[src/rtl/serial_add_ctrl.sv]
// Bit-serial adder: one full-adder cell, one operand bit per clock; optional signed overflow via SERIAL_ADD_OVF_EN.
// Latency: WIDTH cycles from accepted start to done; next start is accepted WIDTH+2 cycles after the previous one.
// Backpressure: none queued; start is sampled only in IDLE and ignored while busy or done.
module serial_add_ctrl #(
   parameter int WIDTH = 8
) (
   input  logic             clk,
   input  logic             rst,
   input  logic             start,
   input  logic [WIDTH-1:0] a,
   input  logic [WIDTH-1:0] b,
   input  logic             cin,
   output logic             busy,
   output logic             done,
   output logic [WIDTH-1:0] sum,
   output logic             cout
`ifdef SERIAL_ADD_OVF_EN
   ,output logic            ovf
`endif
);

   localparam int            CW   = $clog2(WIDTH);
   localparam logic [CW-1:0] LAST = CW'(WIDTH - 1);

   typedef enum logic [1:0] {IDLE, SHIFT, DONE} state_t;

   state_t           state, state_nxt;
   logic [WIDTH-1:0] a_sr, b_sr, s_sr, s_nxt;
   logic             carry;
   logic [CW-1:0]    cnt;
   logic             fa_s, fa_co, last_bit;

   // Full-adder cell on the operand LSBs and the fed-back carry.
   assign fa_s     = a_sr[0] ^ b_sr[0] ^ carry;
   assign fa_co    = (a_sr[0] & b_sr[0]) | (carry & (a_sr[0] ^ b_sr[0]));
   assign s_nxt    = {fa_s, s_sr[WIDTH-1:1]};
   assign last_bit = (state == SHIFT) && (cnt == LAST);

   always_ff @(posedge clk or posedge rst) begin
      if (rst) state <= IDLE;
      else     state <= state_nxt;
   end

   always_comb begin
      state_nxt = state;
      busy      = 1'b0;
      done      = 1'b0;
      case (state)
         IDLE:  if (start) state_nxt = SHIFT;
         SHIFT: begin
            busy = 1'b1;
            if (cnt == LAST) state_nxt = DONE;
         end
         DONE: begin
            done      = 1'b1;
            state_nxt = IDLE;
         end
         default: state_nxt = IDLE;
      endcase
   end

   always_ff @(posedge clk or posedge rst) begin
      if (rst) begin
         a_sr  <= '0;
         b_sr  <= '0;
         s_sr  <= '0;
         carry <= 1'b0;
         cnt   <= '0;
         sum   <= '0;
         cout  <= 1'b0;
`ifdef SERIAL_ADD_OVF_EN
         ovf   <= 1'b0;
`endif
      end else begin
         if (state == IDLE && start) begin
            a_sr  <= a;
            b_sr  <= b;
            carry <= cin;
            cnt   <= '0;
         end else if (state == SHIFT) begin
            a_sr  <= {1'b0, a_sr[WIDTH-1:1]};
            b_sr  <= {1'b0, b_sr[WIDTH-1:1]};
            s_sr  <= s_nxt;
            carry <= fa_co;
            cnt   <= last_bit ? '0 : cnt + CW'(1);
         end
         // Results only move on the final bit, so they stay stable while busy.
         if (last_bit) begin
            sum  <= s_nxt;
            cout <= fa_co;
`ifdef SERIAL_ADD_OVF_EN
            ovf  <= carry ^ fa_co;
`endif
         end
      end
   end

endmodule

[config.mk]
export PLATFORM = sky130hd
export DESIGN_NAME = serial_add_ctrl
export DESIGN_NICKNAME = d
export VERILOG_FILES = /design/src/rtl/serial_add_ctrl.sv
export SDC_FILE = /design/constraint.sdc
export NUM_CORES = 1
export LEC_CHECK = 0
export ABC_AREA = 1
export BUFFER_PORTS_ARGS = -buffer_cell sky130_fd_sc_hd__buf_2
export CAP_MARGIN = 20
export CORE_MARGIN = 1.5
export CORE_UTILIZATION = 53
export CTS_CLUSTER_SIZE = 40
export DETAILED_ROUTE_END_ITERATION = 10
export PLACE_DENSITY = 0.77
export SLEW_MARGIN = 10
export SYNTH_ARGS = -nofsm -noshare
export SYNTH_HDL_FRONTEND = slang
export SYNTH_SLANG_ARGS = --single-unit
[constraint.sdc]
create_clock -name clk -period 1.4 [get_ports clk]
set_input_delay 0.28 -clock clk [delete_from_list [all_inputs] [get_ports clk]]
set_output_delay 0.28 -clock clk [all_outputs]
set_load 0.02 [all_outputs]
==> reports/results.tsv <==
stage	metric	value	unit
layout	fillers	247	
worst_setup_path	WP data arrival	1.05	ns
yosys	post-synthesis mux area share	0	
layout	synthesis-to-layout area growth	19.48	%
yosys	number of synthesized register bits	38	
placement	Port Buffer Count	30	
clock_tree	CTS Buf Count	5	
placement	post-place setup slack	0.09973	ns
floorplanning	die extent in x	58.49	um
sta	RSZ-0062 raised after global routing	false	
clock_tree	clk_lat worst skew	0.34	ns
detailed_routing	DRC	0	
sta	min cycle time layout	1.332	ns
sta	fin. max-slew vios	0	
layout	most common cell after layout, fill and taps aside	nand2_1	
grt	initial antenna violation count	0	
grt	largest net degree at the start of global routing	39	
worst_setup_path	Worst Path Class, Setup	register to output port	
layout	diodes inserted	0	
detailed_routing	Pre-antenna DRT Iters	4	
run_status	status	finished, final reports clean	
floorplanning	Initial Util	0.5767	
placement	placer congestion estimate	0.7297	
yosys	Post-Synth Simple-Gate Area	0.3336	
worst_hold_path	min-delay worst type	input pin to async pin	
yosys	Compound-Gate Fraction of Synth Area	0.01227	
worst_setup_path	Critical Path Fanout Max	4	
layout	commonest cells after routing, fill and taps aside	nand2_1, dfrtp_1, nand3_1, buf_2, buf_4	
detailed_routing	final antenna-violating net count	0	
worst_setup_path	data required time at the worst endpoint	1.12	ns
layout	layout cells sized above 1	0.2716	
detailed_routing	DR iter-0 viols	55	
clock_tree	TritonCTS clock tree	done	
sta	Final Cycle Share	0.9516	
power_and_ir_drop	Leak	1.084	nW
sta	max_slew headroom	0.6811	
clock_tree	CTS Sinks	38	
sta	Finish-stage setup viols	0	
sta	Hold Fails Final Rpt	0	
yosys	Post-Syn Nets	209	
floorplanning	num rows	19	
job	max-cap violations	0	
layout	Layout Utilization	0.6891	
placement	DP HPWL	2270	um
yosys	Cell Area, Synth	1632	um2
yosys	adder-cell share of the synthesized area	0.02761	
sta	fin worst setup slack	0.06770	ns
yosys	synth warn	0	
sta	setup TNS	0	ns
sta	slew of the pin with the lowest slew margin	0.4783	ns
sta	Fin Clk Skew	0.008249	ns
detailed_routing	WL/cell	12.43	um
clock_tree	CTS Root Cell	clkbuf_4	
floorplanning	Die ar.	3421	um2
yosys	Post-Synth XOR/XNOR Area	0	
floorplanning	Die H	58.49	um
layout	Layout Nets	255	
yosys	largest family of logic cells by synthesized area	simple AND/OR/NAND/NOR gates	
grt	gr usage total	0.2164	
yosys	Synth Instances	186	
floorplanning	core area	2829	um2
yosys	sequential area share after synthesis	0.5828	
clock_tree	Reg clk slew, reported paths	0.11	ns
yosys	synthesized area per cell	8.772	um2
power_and_ir_drop	Max VDD drop	1056	uV
power_and_ir_drop	power density over the cells	2064	nW/um2
floorplanning	I/O pin cnt	31	
grt	vias in the first global route	1303	
clock_tree	H-tree lvl count	2	
worst_setup_path	type of destination of the critical path	output port	
detailed_routing	via count	1388	
worst_setup_path	crit start category	register	
grt	GRT overflow	0	
grt	first-pass GRT wire length	5554	um
detailed_routing	final WL	3269	um
clock_tree	Clock Path Buffers	2	
sta	max frequency	0.7506	GHz
detailed_routing	vias per inst	5.278	
yosys	unique cell type count in the Yosys netlist	17	
==> worst paths after layout <==
| path | startpoint | to | slack, ns | depth (start not counted) |
|---|---|---|---|---|
| min in group clk | a[7] | a_sr[7] | 0.17 | 3 |
| max | state[0] | done | 0.07 | 2 |
| max reg2reg | cnt[0] | state[1] | 0.07 | 5 |
| min | rst | sum[5] | 0.03 | 3 |
| max in group asynchronous | rst | state[1] | 1.00 | 3 |
| min reg2reg | sum[4] | sum[4] | 0.47 | 2 |
==> cells in the mapped netlist (all sizes together) <==
library cell  number  area [um2]
nand2             91       346.6
dfrtp             38       950.9
nand3             33       165.2
buf                7       48.79
inv                6       22.52
nor2               4       32.53
o21ai              4       20.01
ha                 2       25.02
fa                 1       20.02
==> flip-flops by register name, summed over array words and instances (netlist names) <==
name	flops
carry	1
a_sr	8
b_sr	8
cout	1
s_sr	7
state	2
sum	8
cnt	3
==> worst max-delay path, stage by stage (launching register included) <==
cell	delay, ns
dfrtp_2	0.44
nor2_1	0.12
buf_4	0.15
==> area by class of cell <==
cell class                      count  area, um2  area share
Tap cell                           31      38.79     0.01990
Sequential cell                    38      953.4      0.4891
Multi-Input combinational cell    136      615.6      0.3158
Inverter                            6      22.52     0.01155
Timing Repair Buffer               45      271.5      0.1393
Clock buffer                        5      37.54     0.01926
Clock inverter                      2      10.01    0.005135
==> repair_timing <==
item,4_1_cts,5_1_grt
cloned,0,1
endpoints found under the setup margin,2,9
hold buffers,0,0
pin swaps,1,2
buffers inserted,3,4
resized for setup,5,3
hold endpoints to repair,0,0
==> metal layers <==
layer	up-vias	track usage	share of wire
met1	667	0.2725	0.42
met2	40	0.3660	0.52
li1	679	-	-
met4	0	0.06312	0.0058
met3	2	0.05934	0.054
met5	-	0	0
==> per-stage QoR <==
step | hold slack (ns) | power, mW | cells | area (um2)
final | 0.02641 | 4.023 | 263 | 1949
after global routing | 0.07052 | 4.355 | 263 | 1949
after CTS | 0.03818 | 3.995 | 258 | 1912
after detailed placement | 0.4169 | 3.399 | 248 | 1832
after global placement | 0.4011 | 3.291 | 248 | 1832
after floorplan | 0.4254 | 2.924 | 186 | 1632
==> cell families after synthesis <==
group | count (synthesis)
buffers and inverters | 13
AO/OA/AOI/OAI | 4
AND/OR/NAND/NOR | 128
flip-flops | 38
adder cells (fa/ha/maj) | 3
==> power breakdown <==
group	internal, mW	switching, mW	leakage [nW]
registers	1.56	0.289	0.485
clock network	0.181	0.345	0.0308
logic	0.678	0.971	0.567
total	2.42	1.61	1.08
Power figures use the tool's default switching activity.
